$ cat src/rtl/wb_writer.sv
// Register-file write-back sequencer: arbitrates the ALU path against a
// 2-deep mult/div result FIFO and tracks destinations owed by in-flight
// mult/div operations.
module wb_writer (
    input  logic        clock,
    input  logic        ctrl_reset_n,
    input  logic        alu_valid,
    input  logic [4:0]  alu_rd,
    input  logic [31:0] alu_data,
    input  logic        md_valid,
    output logic        md_ready,
    input  logic [4:0]  md_rd,
    input  logic [31:0] md_data,
    input  logic        md_issue,
    input  logic [4:0]  md_issue_rd,
    output logic        wb_stall,
    output logic        ctrl_writeEnable,
    output logic [4:0]  ctrl_writeReg,
    output logic [31:0] data_writeReg,
    output logic [31:0] pend_mask
);

    localparam int unsigned DATA_W = 32;
    localparam int unsigned REG_W  = 5;
    localparam int unsigned DEPTH  = 2;
    localparam int unsigned CNT_W  = 2;

    logic [REG_W-1:0]  fifo_rd   [DEPTH];
    logic [DATA_W-1:0] fifo_data [DEPTH];
    logic              wr_ptr, rd_ptr;
    logic [CNT_W-1:0]  count;

    logic              push, pop;
    logic [REG_W-1:0]  head_rd;
    logic [DATA_W-1:0] head_data;
    logic [CNT_W-1:0]  count_n;
    logic              we_n;
    logic [REG_W-1:0]  wreg_n;
    logic [DATA_W-1:0] wdata_n;
    logic [31:0]       pend_n;

    // Flow-control flags derive only from the occupancy register
    assign md_ready = (count != CNT_W'(DEPTH));
    assign wb_stall = (count == CNT_W'(DEPTH));

    assign head_rd   = fifo_rd[rd_ptr];
    assign head_data = fifo_data[rd_ptr];

    // Port arbitration (ALU first, then FIFO head), occupancy and scoreboard next-state
    always_comb begin
        push    = md_valid && md_ready;
        pop     = 1'b0;
        we_n    = 1'b0;
        wreg_n  = ctrl_writeReg;
        wdata_n = data_writeReg;
        pend_n  = pend_mask;

        if (alu_valid) begin
            if (alu_rd != '0) begin
                we_n    = 1'b1;
                wreg_n  = alu_rd;
                wdata_n = alu_data;
            end
        end else if (count != '0) begin
            pop = 1'b1;
            if (head_rd != '0) begin
                we_n    = 1'b1;
                wreg_n  = head_rd;
                wdata_n = head_data;
                pend_n[head_rd] = 1'b0;
            end
        end

        // A new issue to the same register supersedes a same-cycle clear
        if (md_issue && (md_issue_rd != '0)) begin
            pend_n[md_issue_rd] = 1'b1;
        end
        pend_n[0] = 1'b0;

        count_n = count;
        if (push && !pop) begin
            count_n = count + CNT_W'(1);
        end else if (!push && pop) begin
            count_n = count - CNT_W'(1);
        end
    end

    // FIFO storage, pointers and occupancy
    always_ff @(posedge clock or negedge ctrl_reset_n) begin
        if (!ctrl_reset_n) begin
            wr_ptr       <= 1'b0;
            rd_ptr       <= 1'b0;
            count        <= '0;
            fifo_rd[0]   <= '0;
            fifo_rd[1]   <= '0;
            fifo_data[0] <= '0;
            fifo_data[1] <= '0;
        end else begin
            if (push) begin
                fifo_rd[wr_ptr]   <= md_rd;
                fifo_data[wr_ptr] <= md_data;
                wr_ptr            <= wr_ptr + 1'b1;
            end
            if (pop) begin
                rd_ptr <= rd_ptr + 1'b1;
            end
            count <= count_n;
        end
    end

    // Registered write port and pending-destination scoreboard
    always_ff @(posedge clock or negedge ctrl_reset_n) begin
        if (!ctrl_reset_n) begin
            ctrl_writeEnable <= 1'b0;
            ctrl_writeReg    <= '0;
            data_writeReg    <= '0;
            pend_mask        <= '0;
        end else begin
            ctrl_writeEnable <= we_n;
            ctrl_writeReg    <= wreg_n;
            data_writeReg    <= wdata_n;
            pend_mask        <= pend_n;
        end
    end

endmodule

$ cat config.mk
export PLATFORM = sky130hd
export DESIGN_NAME = wb_writer
export DESIGN_NICKNAME = d
export VERILOG_FILES = /design/src/rtl/wb_writer.sv
export SDC_FILE = /design/constraint.sdc
export NUM_CORES = 1
export LEC_CHECK = 0
export CORE_MARGIN = 5
export CORE_UTILIZATION = 50
export DETAILED_ROUTE_END_ITERATION = 7
export GPL_TIMING_DRIVEN = 0
export PLACE_DENSITY = 0.78
export SYNTH_ARGS = -nofsm -noshare
export SYNTH_HDL_FRONTEND = slang
export SYNTH_SLANG_ARGS = --single-unit
$ cat constraint.sdc
create_clock -name clock -period 2.8 [get_ports clock]
set_input_delay 0.7 -clock clock [delete_from_list [all_inputs] [get_ports clock]]
set_output_delay 0.7 -clock clock [all_outputs]
set_load 0.05 [all_outputs]
Word-level counts from Yosys, hierarchy flattened:

Index checks and enable logic that the tools add are counted.

* word-level logic and storage cells: 83
* input bits: 84
* register bits after elaboration: 147
* output and inout port bits: 72

* reductions and logical operators: 17
* bitwise operators: 5
* equal/unequal tests: 3
* $add $sub $neg: 4
* magnitude comparators: 7
* muxes and demuxes: 36

Operators by type and width (count)
* 32-bit two-way mux: 12
* 64-bit bitwise mux: 1
* 5-bit two-way mux: 8
* 32-bit AND: 1
* 32-bit demux with 1-bit select: 1
* 32-bit NOT: 1
* 32-bit bitwise OR: 1
* 5-bit nonzero test: 3
* 5-bit by 6-bit less-than comparator with 1-bit output (second input constant): 2
* 10-bit bitwise mux: 1
* 1-bit demux with 5-bit select: 2
* 5-bit by 1-bit >= comparator with 1-bit output (second input constant): 2
* 1-bit two-way mux: 8
* 2-bit nonzero test: 4
* 1-bit logical AND: 7
* 5-bit demux with 1-bit select: 1
* 2-bit >= comparator (second input constant): 2
* 2-bit two-way mux: 2
* 1-bit NOT with 2-bit output: 2
* 3-bit AND reduction: 1
* 1-bit adder (second input constant): 2
* 2-bit by 1-bit adder with 2-bit output (second input constant): 1
* 2-bit equality test (second input constant): 1
* 1-bit zero test: 2
* 4 further kinds: 4

Longest topological paths before layout:

Gate-level depths: netlist of run 1.

* depth in word-level cells: 15
* gate-level depth with buffers: 7
* depth with buffers taken out: 7

Least setup slack after synthesis of run 1:

OpenSTA, ideal clock, no wires.

* path kind: input-to-reg
* start: input alu_rd[1]
* end: register data_writeReg[21]
* setup time: 0.126 ns
* data required time: 2.674 ns
* slack: 0.655 ns
* stages: 5
* buffers on the path: 1
* data arrival time: 2.019 ns
* path through: or4_1 -> o21a_1 -> clkbuf_1 -> and2_2 -> a221o_1

* longest elaborated chain between the ends: 3

RTL lines
* from (decl): line 8 `input logic [4:0] alu_rd,`
* 5-bit nonzero test: line 59 `if (alu_rd != '0) begin`
* 2-bit by 1-bit != test with 1-bit output (no source line)
* 3-bit AND reduction (no source line)
* to (signal assigned): line 121 `data_writeReg <= wdata_n;`
* to (decl): line 19 `output logic [31:0] data_writeReg,`

No other way between the ends.
A chain may end at the register's enable or synchronous reset.

Final worst setup path of run 1:

* start: register count[0]
* end: output wb_stall

* longest elaborated chain between the ends: 1

RTL lines
* from (decl): line 31 `logic [CNT_W-1:0] count;`
* from (signal assigned): line 107 `count <= count_n;`
* 2-bit equality test: line 44 `assign wb_stall = (count == CNT_W'(DEPTH));`
* to (decl): line 16 `output logic wb_stall,`

No other way between the ends.

==> summary.txt, run 1 <==
Run status
  • Result of the run: completed

Logic synthesis
  • Flip-flop and latch count after synthesis: 147
  • Mean instance size in the synthesized netlist: 13.4 µm²
  • Count of different cell masters after synthesis: 47
  • Gate count of the mapped netlist: around 490
  • Share of synthesized cell area in full adder, half adder and majority cells: less than 1%
  • Synthesized net count: 576
  • Main combinational cell family by area after synthesis: multiplexers
  • Predominant post-synthesis flop cell: sky130_fd_sc_hd__dfrtp_1
  • Share of flip-flops with an asynchronous set or reset: 100%
  • Synth Warn #: 0
  • Area share of the largest cell type after synthesis: a little under three fifths
  • Area share of xor/xnor cells in the synthesized design: 0.667%
  • Most frequently used cell type in the post-synthesis netlist: sky130_fd_sc_hd__dfrtp_1
  • Most area-consuming cells after synthesis: sky130_fd_sc_hd__dfrtp_1 56%, sky130_fd_sc_hd__mux2_2 19%, sky130_fd_sc_hd__a221o_1 5.3%, sky130_fd_sc_hd__o21ai_0 5.1%, sky130_fd_sc_hd__and2_2 2.4%
  • Combined area of all synthesized cells: ~6600 µm²
  • Cell taking the most area after synthesis: sky130_fd_sc_hd__dfrtp_1
  • Compound-cell area share of the yosys netlist: about an eighth
  • Post-synthesis mux area share: approximately a fifth
  • Number of enable-type register cells in the synthesized netlist: 0
  • Area share of and/or/nand/nor cells after synthesis: under 10%
  • Share of synthesized area occupied by flip-flops and latches: 56.0%
  • Top cell types by occurrence after synthesis: 147 x sky130_fd_sc_hd__dfrtp_1, 109 x sky130_fd_sc_hd__mux2_2, 67 x sky130_fd_sc_hd__o21ai_0

Finish
  • Cell area after layout: approximately 8900 µm²
  • Post-layout utilization of the core: 69.4%
  • Layout cell share with drive strength beyond 1: about 27%
  • Number of fill cells in the layout: between 900 and 1000
  • Net count of the finished layout: 750
  • Relative area change from synthesis to final layout: 35.1%
  • Number of cells in the finished layout apart from fillers: between 800 and 900
  • Diode insertion count for antenna repair: 0

Detailed routing
  • Ratio of routed vias to standard cells: ~5.7
  • Residual DRC count: 0
  • Count of TritonRoute iterations in the first routing pass: 5
  • Antenna-violating nets left: 0
  • Total number of vias: around 4800
  • Count of routing violations after the opening detailed-route iteration: around 300
  • Per-cell routed wire length: around 20 µm
  • Routed Wire Length: ~17 mm

Critical path
  • Worst stage delay on the critical path: roughly 820 ps
  • Cell type of the slowest stage on the worst timing path: sky130_fd_sc_hd__clkdlybuf4s50_1
  • Endpoint arrival time on the critical path: 1980 ps
  • CP Cell Sequence: nand2b_1 > inv_1 > clkdlybuf4s50_1
  • Nature of the critical path startpoint: flip-flop
  • CP required: ~2100 ps
  • Kind of end point of the critical path: output pin
  • Category of the most critical setup path: flip-flop to output pin
  • Critical-path maximum fanout: 4

STA
  • Slew Limit Fails: 0
  • Period utilization: between 90 and 100%
  • Final setup TNS: 0 ps
  • Final worst clock skew: around 6 ps
  • RSZ-0062 raised after global routing: false
  • Min Tclk post-route: 2680 ps
  • Headroom to the max-slew limit: roughly 18%
  • Final Setup Violations: 0
  • Max Fclk: 373 MHz
  • Transition time at the pin with the least slew margin: 1210 ps
  • Final Hold Vio Count: 0

Floorplanning
  • Die W: about 120 µm
  • Io pins: around 160
  • Placeable core area: about 13000 µm²
  • Chip Height: 125 µm
  • Total Die Area: about 16000 µm²
  • Initial Util: 51.4%
  • Std cell rows: about 40

Min path
  • Path class of the lowest-slack min-delay path: input port to async pin

Clock tree
  • Root buf cell: sky130_fd_sc_hd__clkbuf_16
  • Buffers from clock root to sink, at most: 2
  • CTS tree: yes
  • Num CTS Buffers: 17
  • Sink count of the clock tree: approximately 150
  • Number of gates resized after CTS: 0
  • Maximum level of the CTS H-tree: 4
  • Number of buffers inserted by hold repair at cts: 0
  • Clk Latency, worst-skew pair: between 400 and 500 ps
  • Clock-pin slew of the registers on the worst-case setup and hold paths: about 60 ps
  • Buffers inserted during post-CTS setup optimization: 0

Placed design
  • HPWL reported at the end of detailed placement: around 12 mm
  • Placed Cells incl. Taps: 818
  • Gpl congestion: about 0.85
  • Total of buffers placed on input and output ports: 154
  • Cell area reported after detailed placement: 8350 µm²

Pwr
  • Combinational cell fraction of total power: approximately half
  • Power density relative to cell area: ~1300 nW/µm²
  • Max VDD drop: ~0.00096 V
  • Net switching component of the power: between 4000 and 5000 µW
  • Sequential group share of total power: about a third
  • Sw Share: about two fifths
  • Internal power consumption: 6940 µW
  • Leakage component of the power: approximately 0.0037 µW
  • Clock share of power: about 17%

Job
  • Number of max-capacitance violations reported: 0

Global route
  • Number of antenna violations at the first check in global routing: 0
  • Pin count of the biggest net entering global routing: 88
  • First-pass GRT wire length: ~27 mm
  • GRT Overall Usage: around 22%
  • Grt total ovfl: 0
  • Number of global-route vias before repair: between 5000 and 6000
-- power groups by stage --
stage	registers, µW	clock network [µW]	logic, µW
5_1_grt	4000	2160	6180
2_1_floorplan	5430	0	2370
6_report	3870	2030	5870
3_5_place_dp	3880	0	5900
3_3_place_gp	3810	0	5760
4_1_cts	3870	2060	5930
-- area by class of cell --
type                    count  area [µm²]  area share [%]
flip-flops and latches    147        3680            41.5
multi-input cells         316        2670            30.1
repair buffers            155        1570            17.7
clock buffers              23         458            5.16
well taps                 172         215            2.43
plain buffers              24         204            2.30
clock inverters             6        58.8           0.663
inverters                   4        15.0           0.169
-- stage by stage --
stage	hold slack [ps]	setup slack, ps	power [µW]
2_1_floorplan	404	655	7800
3_3_place_gp	479	-4520	9570
5_1_grt	298	40.8	12300
4_1_cts	270	106	11900
6_report	250	121	11800
3_5_place_dp	485	-117	9780
-- path summary, 6_finish.rpt --
| check | slack, ps | end | depth (start not counted) | startpoint |
|---|---|---|---|---|
| worst max-delay path | 120 | wb_stall | 3 | count[0]$_DFFE_PN0P_ |
| worst min-delay path | 250 | pend_mask[16]$_DFF_PN0_ | 1 | ctrl_reset_n |
| worst max register to register | 440 | pend_mask[17]$_DFF_PN0_ | 6 | rd_ptr$_DFFE_PN0P_ |
| worst min register to register | 500 | count[1]$_DFFE_PN0P_ | 1 | count[1]$_DFFE_PN0P_ |
| max in group asynchronous | 1740 | fifo_data[19]$_DFFE_PN0P_ | 2 | ctrl_reset_n |
| min in group clock | 500 | count[1]$_DFFE_PN0P_ | 1 | count[1]$_DFFE_PN0P_ |
-- layer usage --
layer | vias to the layer above | GRT usage [%] | routed length, µm | part of all wire [%]
met5 | - | 0 | 0 | 0
met4 | 0 | 7.41 | 246 | 1.5
met3 | 24 | 6.43 | 986 | 5.8
met2 | 153 | 37.4 | 8700 | 51
met1 | 2453 | 27.0 | 6990 | 41
li1 | 2169 | - | - | -
-- cells in the final DEF (no fill, tap or decap), drive strengths merged, types with 3 or more instances in the layout --
cell type / instances
nand2b: 3
and2: 34
clkinv: 6
dfrtp: 147
o31ai: 3
mux2: 109
xnor2: 3
nor2: 9
nand2: 5
buf: 15
inv: 3
nand3: 6
clkbuf: 32
and3b: 5
o21ai: 68
nand3b: 5
a221o: 37
clkdlybuf4s50: 153
nor3b: 5
mux2i: 5
-- worst max-delay path: cells and delay by family, from the launching register on --
family / cells / cell delay (ps)
buffers and inverters: 2 / 920
flip-flops: 1 / 430
AND/OR/NAND/NOR: 1 / 220
-- flip-flops by register name, indices dropped and copies added, names as in the netlist --
name and flops:
ctrl_writeEnable 1, data_writeReg 32, wr_ptr 1, count 2
ctrl_writeReg 5, rd_ptr 1, fifo_rd 10, fifo_data 64
pend_mask 31
-- kinds of logic (layout without fill, tap and decap cells) --
family | after synthesis | after routing
xor gates and xnor gates | 5 | 5
other | 1 | 1
AOI/OAI and AO/OA | 112 | 112
muxes | 114 | 114
buffers and inverters | 28 | 212
DFF | 147 | 147
and+or+nand+nor | 83 | 83
adders and majority gates | 1 | 1
No activity file was read; power rests on OpenSTA's default activity.
==> run 2, diff against run 1 <==
- ABC_AREA: default -> 1
==> run 2 against run 1 <==
  * Final cell count increased by 40%
  * Critical path depth decreased by 1
  * Worst setup slack improved by 140 ps
  * Final area is 3.4% higher
  * Total power grew 2.8%
  * Routed wire length grew 14%
  * Synthesized area grew 3.2%
  * Critical endpoint unchanged
  * Highest routed layer unchanged
==> summary.txt, run 2 <==
Run status
  • Result of the run: completed

Placed design
  • Gpl congestion: 0.875 (+2.8%)
  • HPWL reported at the end of detailed placement: 13.5 mm (+11%)
  • Placed Cells incl. Taps: 1156 (+41%)
  • Placement Setup Slack: 199 ps (+317 ps)
  • Total of buffers placed on input and output ports: 154 (unchanged)

Critical path
  • Kind of end point of the critical path: output pin
  • Critical-path maximum fanout: 3 (-1)
  • Nature of the critical path startpoint: flip-flop
  • R2R Setup Slk: 990 ps (+550 ps)
  • CP required: 2100 ps (about the same)
  • Category of the most critical setup path: flip-flop to output pin
  • Worst reg2reg path depth: 5 (-1)
  • Endpoint arrival time on the critical path: 1840 ps (-140 ps)

Finish
  • Number of fill cells in the layout: 1062 (+14%)
  • Most common library cell in the layout ignoring fill and taps: sky130_fd_sc_hd__nand2_1
  • Diode insertion count for antenna repair: 0 (unchanged)
  • Sequential standard cell area: 3680 µm² (unchanged)
  • Net count of the finished layout: 1084 (+45%)
  • Layout cell share with drive strength beyond 1: 7.81% (-19 points)
  • Register with the highest flop count: fifo_data
  • Number of flip-flops in the largest register: 64 (unchanged)
  • Largest registers ranked by flip-flop count: fifo_data: 64 flops, data_writeReg: 32 flops, pend_mask: 31 flops
  • Commonest cells after routing, fill and taps aside: 269 x sky130_fd_sc_hd__nand2_1, 153 x sky130_fd_sc_hd__clkdlybuf4s50_1, 147 x sky130_fd_sc_hd__dfrtp_1, 97 x sky130_fd_sc_hd__o21ai_0, 72 x sky130_fd_sc_hd__inv_1
  • Area taken by multi-input logic gates: 2520 µm² (-5.7%)
  • Relative area change from synthesis to final layout: 35.3%
  • Number of cells in the finished layout apart from fillers: 1187 (+40%)

Logic synthesis
  • Area share of xor/xnor cells in the synthesized design: 0.388% (-0.28 points)
  • Predominant post-synthesis flop cell: sky130_fd_sc_hd__dfrtp_1
  • Area share of and/or/nand/nor cells after synthesis: 23.6% (+15 points)
  • Post-synthesis mux area share: 0% (-19 points)
  • Top cell types by occurrence after synthesis: 269 x sky130_fd_sc_hd__nand2_1, 147 x sky130_fd_sc_hd__dfrtp_1, 97 x sky130_fd_sc_hd__o21ai_0
  • Count of different cell masters after synthesis: 29 (-38%)
  • Most frequently used cell type in the post-synthesis netlist: sky130_fd_sc_hd__nand2_1
  • Number of enable-type register cells in the synthesized netlist: 0 (unchanged)
  • Share of flip-flops with an asynchronous set or reset: 100% (unchanged)
  • Gate count of the mapped netlist: 825 (+68%)
  • Area share of the largest cell type after synthesis: 54.3% (-1.7 points)
  • Compound-cell area share of the yosys netlist: 12.9% (+0.98 points)
  • Main combinational cell family by area after synthesis: simple AND/OR/NAND/NOR gates
  • Combined area of all synthesized cells: 6780 µm² (+3.2%)
  • Cell taking the most area after synthesis: sky130_fd_sc_hd__dfrtp_1
  • Most area-consuming cells after synthesis: sky130_fd_sc_hd__dfrtp_1 54%, sky130_fd_sc_hd__nand2_1 15%, sky130_fd_sc_hd__o21ai_0 7.2%, sky130_fd_sc_hd__inv_1 4.0%, sky130_fd_sc_hd__nand4_1 3.4%
  • Share of synthesized cell area in full adder, half adder and majority cells: 0.185% (-0.0059 points)
  • Share of synthesized area occupied by flip-flops and latches: 54.3% (-1.7 points)
  • Mean instance size in the synthesized netlist: 8.22 µm² (-39%)
  • Flip-flop and latch count after synthesis: 147 (unchanged)
  • Synthesized net count: 910 (+58%)
  • Synth Warn #: 0 (unchanged)

STA
  • Period utilization: 90.8% (-4.9 points)
  • Transition time at the pin with the least slew margin: 600 ps (-611 ps)
  • Final worst clock skew: 6.19 ps (+0.0691 ps)
  • Final Setup Violations: 0 (unchanged)
  • Max Fclk: 393 MHz (+5.4%)
  • RSZ-0062 raised after global routing: false
  • Worst-case hold slack: 215 ps (-34.9 ps)
  • Headroom to the max-slew limit: 60.0% (+42 points)
  • Min setup slack post-route: 258 ps (+136 ps)
  • Min Tclk post-route: 2540 ps (-136 ps)
  • Slew Limit Fails: 0 (unchanged)
  • Final Hold Vio Count: 0 (unchanged)

Clock tree
  • Sink count of the clock tree: 147 (unchanged)
  • Root buf cell: sky130_fd_sc_hd__clkbuf_16
  • Number of gates resized after CTS: 0 (unchanged)
  • CTS tree: yes
  • Buffers inserted during post-CTS setup optimization: 0 (unchanged)
  • Clock-pin slew of the registers on the worst-case setup and hold paths: 60 ps (about the same)
  • Clk Latency, worst-skew pair: 420 ps (about the same)
  • Num CTS Buffers: 17 (unchanged)
  • Buffers from clock root to sink, at most: 2 (unchanged)
  • Maximum level of the CTS H-tree: 4 (unchanged)
  • Number of buffers inserted by hold repair at cts: 0 (unchanged)

Pwr
  • Power density relative to cell area: 1320 nW/µm² (-0.54%)
  • Sw Share: 45.6% (+4.5 points)
  • Clock share of power: 19.0% (+1.7 points)
  • Combinational cell fraction of total power: 49.9% (about the same)
  • Net switching component of the power: 5520 µW (+14%)
  • Internal power consumption: 6590 µW (-4.9%)
  • Max VDD drop: 0.000940 V (-1.9%)
  • Sequential group share of total power: 31.1% (-1.8 points)
  • Leakage component of the power: 0.00435 µW (+19%)

Floorplanning
  • Initial Util: 51.0% (-0.43 points)
  • Die W: 126 µm (+1.5%)
  • Std cell rows: 42 (+2.4%)
  • Io pins: 156 (unchanged)
  • Total Die Area: 16000 µm² (+3.0%)
  • Placeable core area: 13300 µm² (+4.1%)
  • Chip Height: 126 µm (+1.5%)

Global route
  • Pin count of the biggest net entering global routing: 97 (+10%)
  • GRT Overall Usage: 24.0% (+1.9 points)
  • Number of global-route vias before repair: 6223 (+18%)
  • Grt total ovfl: 0 (unchanged)
  • Number of antenna violations at the first check in global routing: 0 (unchanged)
  • First-pass GRT wire length: 30.7 mm (+12%)

Detailed routing
  • Per-cell routed wire length: 16.2 µm (-19%)
  • Routed Wire Length: 19.2 mm (+14%)
  • Total number of vias: 6283 (+31%)
  • Count of routing violations after the opening detailed-route iteration: 521 (+73%)
  • Antenna-violating nets left: 0 (unchanged)
  • Ratio of routed vias to standard cells: 5.29 (-6.6%)
  • Residual DRC count: 0 (unchanged)
  • Count of TritonRoute iterations in the first routing pass: 5 (unchanged)

Min path
  • Path class of the lowest-slack min-delay path: input port to async pin

Job
  • Number of max-capacitance violations reported: 0 (unchanged)
[run 2: changes by cell type after synthesis, sizes merged, moves of 37 or more]
cell	before	now
nand2	5	275
o21ai	68	131
a221o	37	0
nand4	0	37
mux2	109	0
inv	3	76
[run 2: power by group through the flow]
stage	combinational (µW)	sequential, µW	clock, µW
floorplan	2330	5410	0
global placement	5900	3740	0
detailed placement	6010	3760	0
CTS	6070	3750	2320
global route	6510	3880	2400
finish	6050	3760	2300
[run 2: area by class of cell]
| class | instances | area share, % |
|---|---|---|
| inverter | 76 | 3.14 |
| clock buffer | 20 | 5.09 |
| tap | 176 | 2.40 |
| clock inverter | 11 | 1.46 |
| sequential | 147 | 40.1 |
| buffer | 50 | 3.21 |
| multi-input combinational | 552 | 27.5 |
| timing repair buffer | 155 | 17.1 |
[run 2: cells by family (layout without fill, tap and decap cells)]
kind of cell	Yosys count	in the layout
buf+inv	126	312
compound gates	165	165
xor+xnor	3	3
flops	147	147
other cells	1	1
simple gates	382	382
fa+ha+maj	1	1
[run 2: metrics by stage]
| stage | cell area, µm² | power, µW | TNS, ps | utilization (%) |
|---|---|---|---|---|
| detailed placement | 8570 | 9770 | 0 | 64.5 |
| CTS | 9170 | 12100 | 0 | 69.0 |
| global route | 9170 | 12800 | 0 | 69.0 |
| global placement | 8540 | 9640 | -690980 | 64.2 |
| floorplan | 6780 | 7740 | 0 | - |
| finish | 9170 | 12100 | 0 | 69.0 |
[run 2: final timing paths]
kind | start | to
max | count[0]$_DFFE_PN0P_ | wb_stall
min | ctrl_reset_n | fifo_data[61]$_DFFE_PN0P_
max reg2reg | count[0]$_DFFE_PN0P_ | pend_mask[19]$_DFF_PN0_
min reg2reg | fifo_data[32]$_DFFE_PN0P_ | fifo_data[32]$_DFFE_PN0P_
max in group asynchronous | ctrl_reset_n | data_writeReg[11]$_DFFE_PN0P_
min in group clock | fifo_data[32]$_DFFE_PN0P_ | fifo_data[32]$_DFFE_PN0P_
[run 2: metal layers]
metal,GRT usage (%),share of wire (%)
met1,30.9,42
met5,0,0
met2,40.6,49
met4,8.45,2.1
met3,4.54,6.6
[run 2: worst max-delay path: stages (launching register included)]
cell and delay (ps):
sky130_fd_sc_hd__dfrtp_1 410, sky130_fd_sc_hd__nor2_1 170, sky130_fd_sc_hd__clkdlybuf4s50_1 840
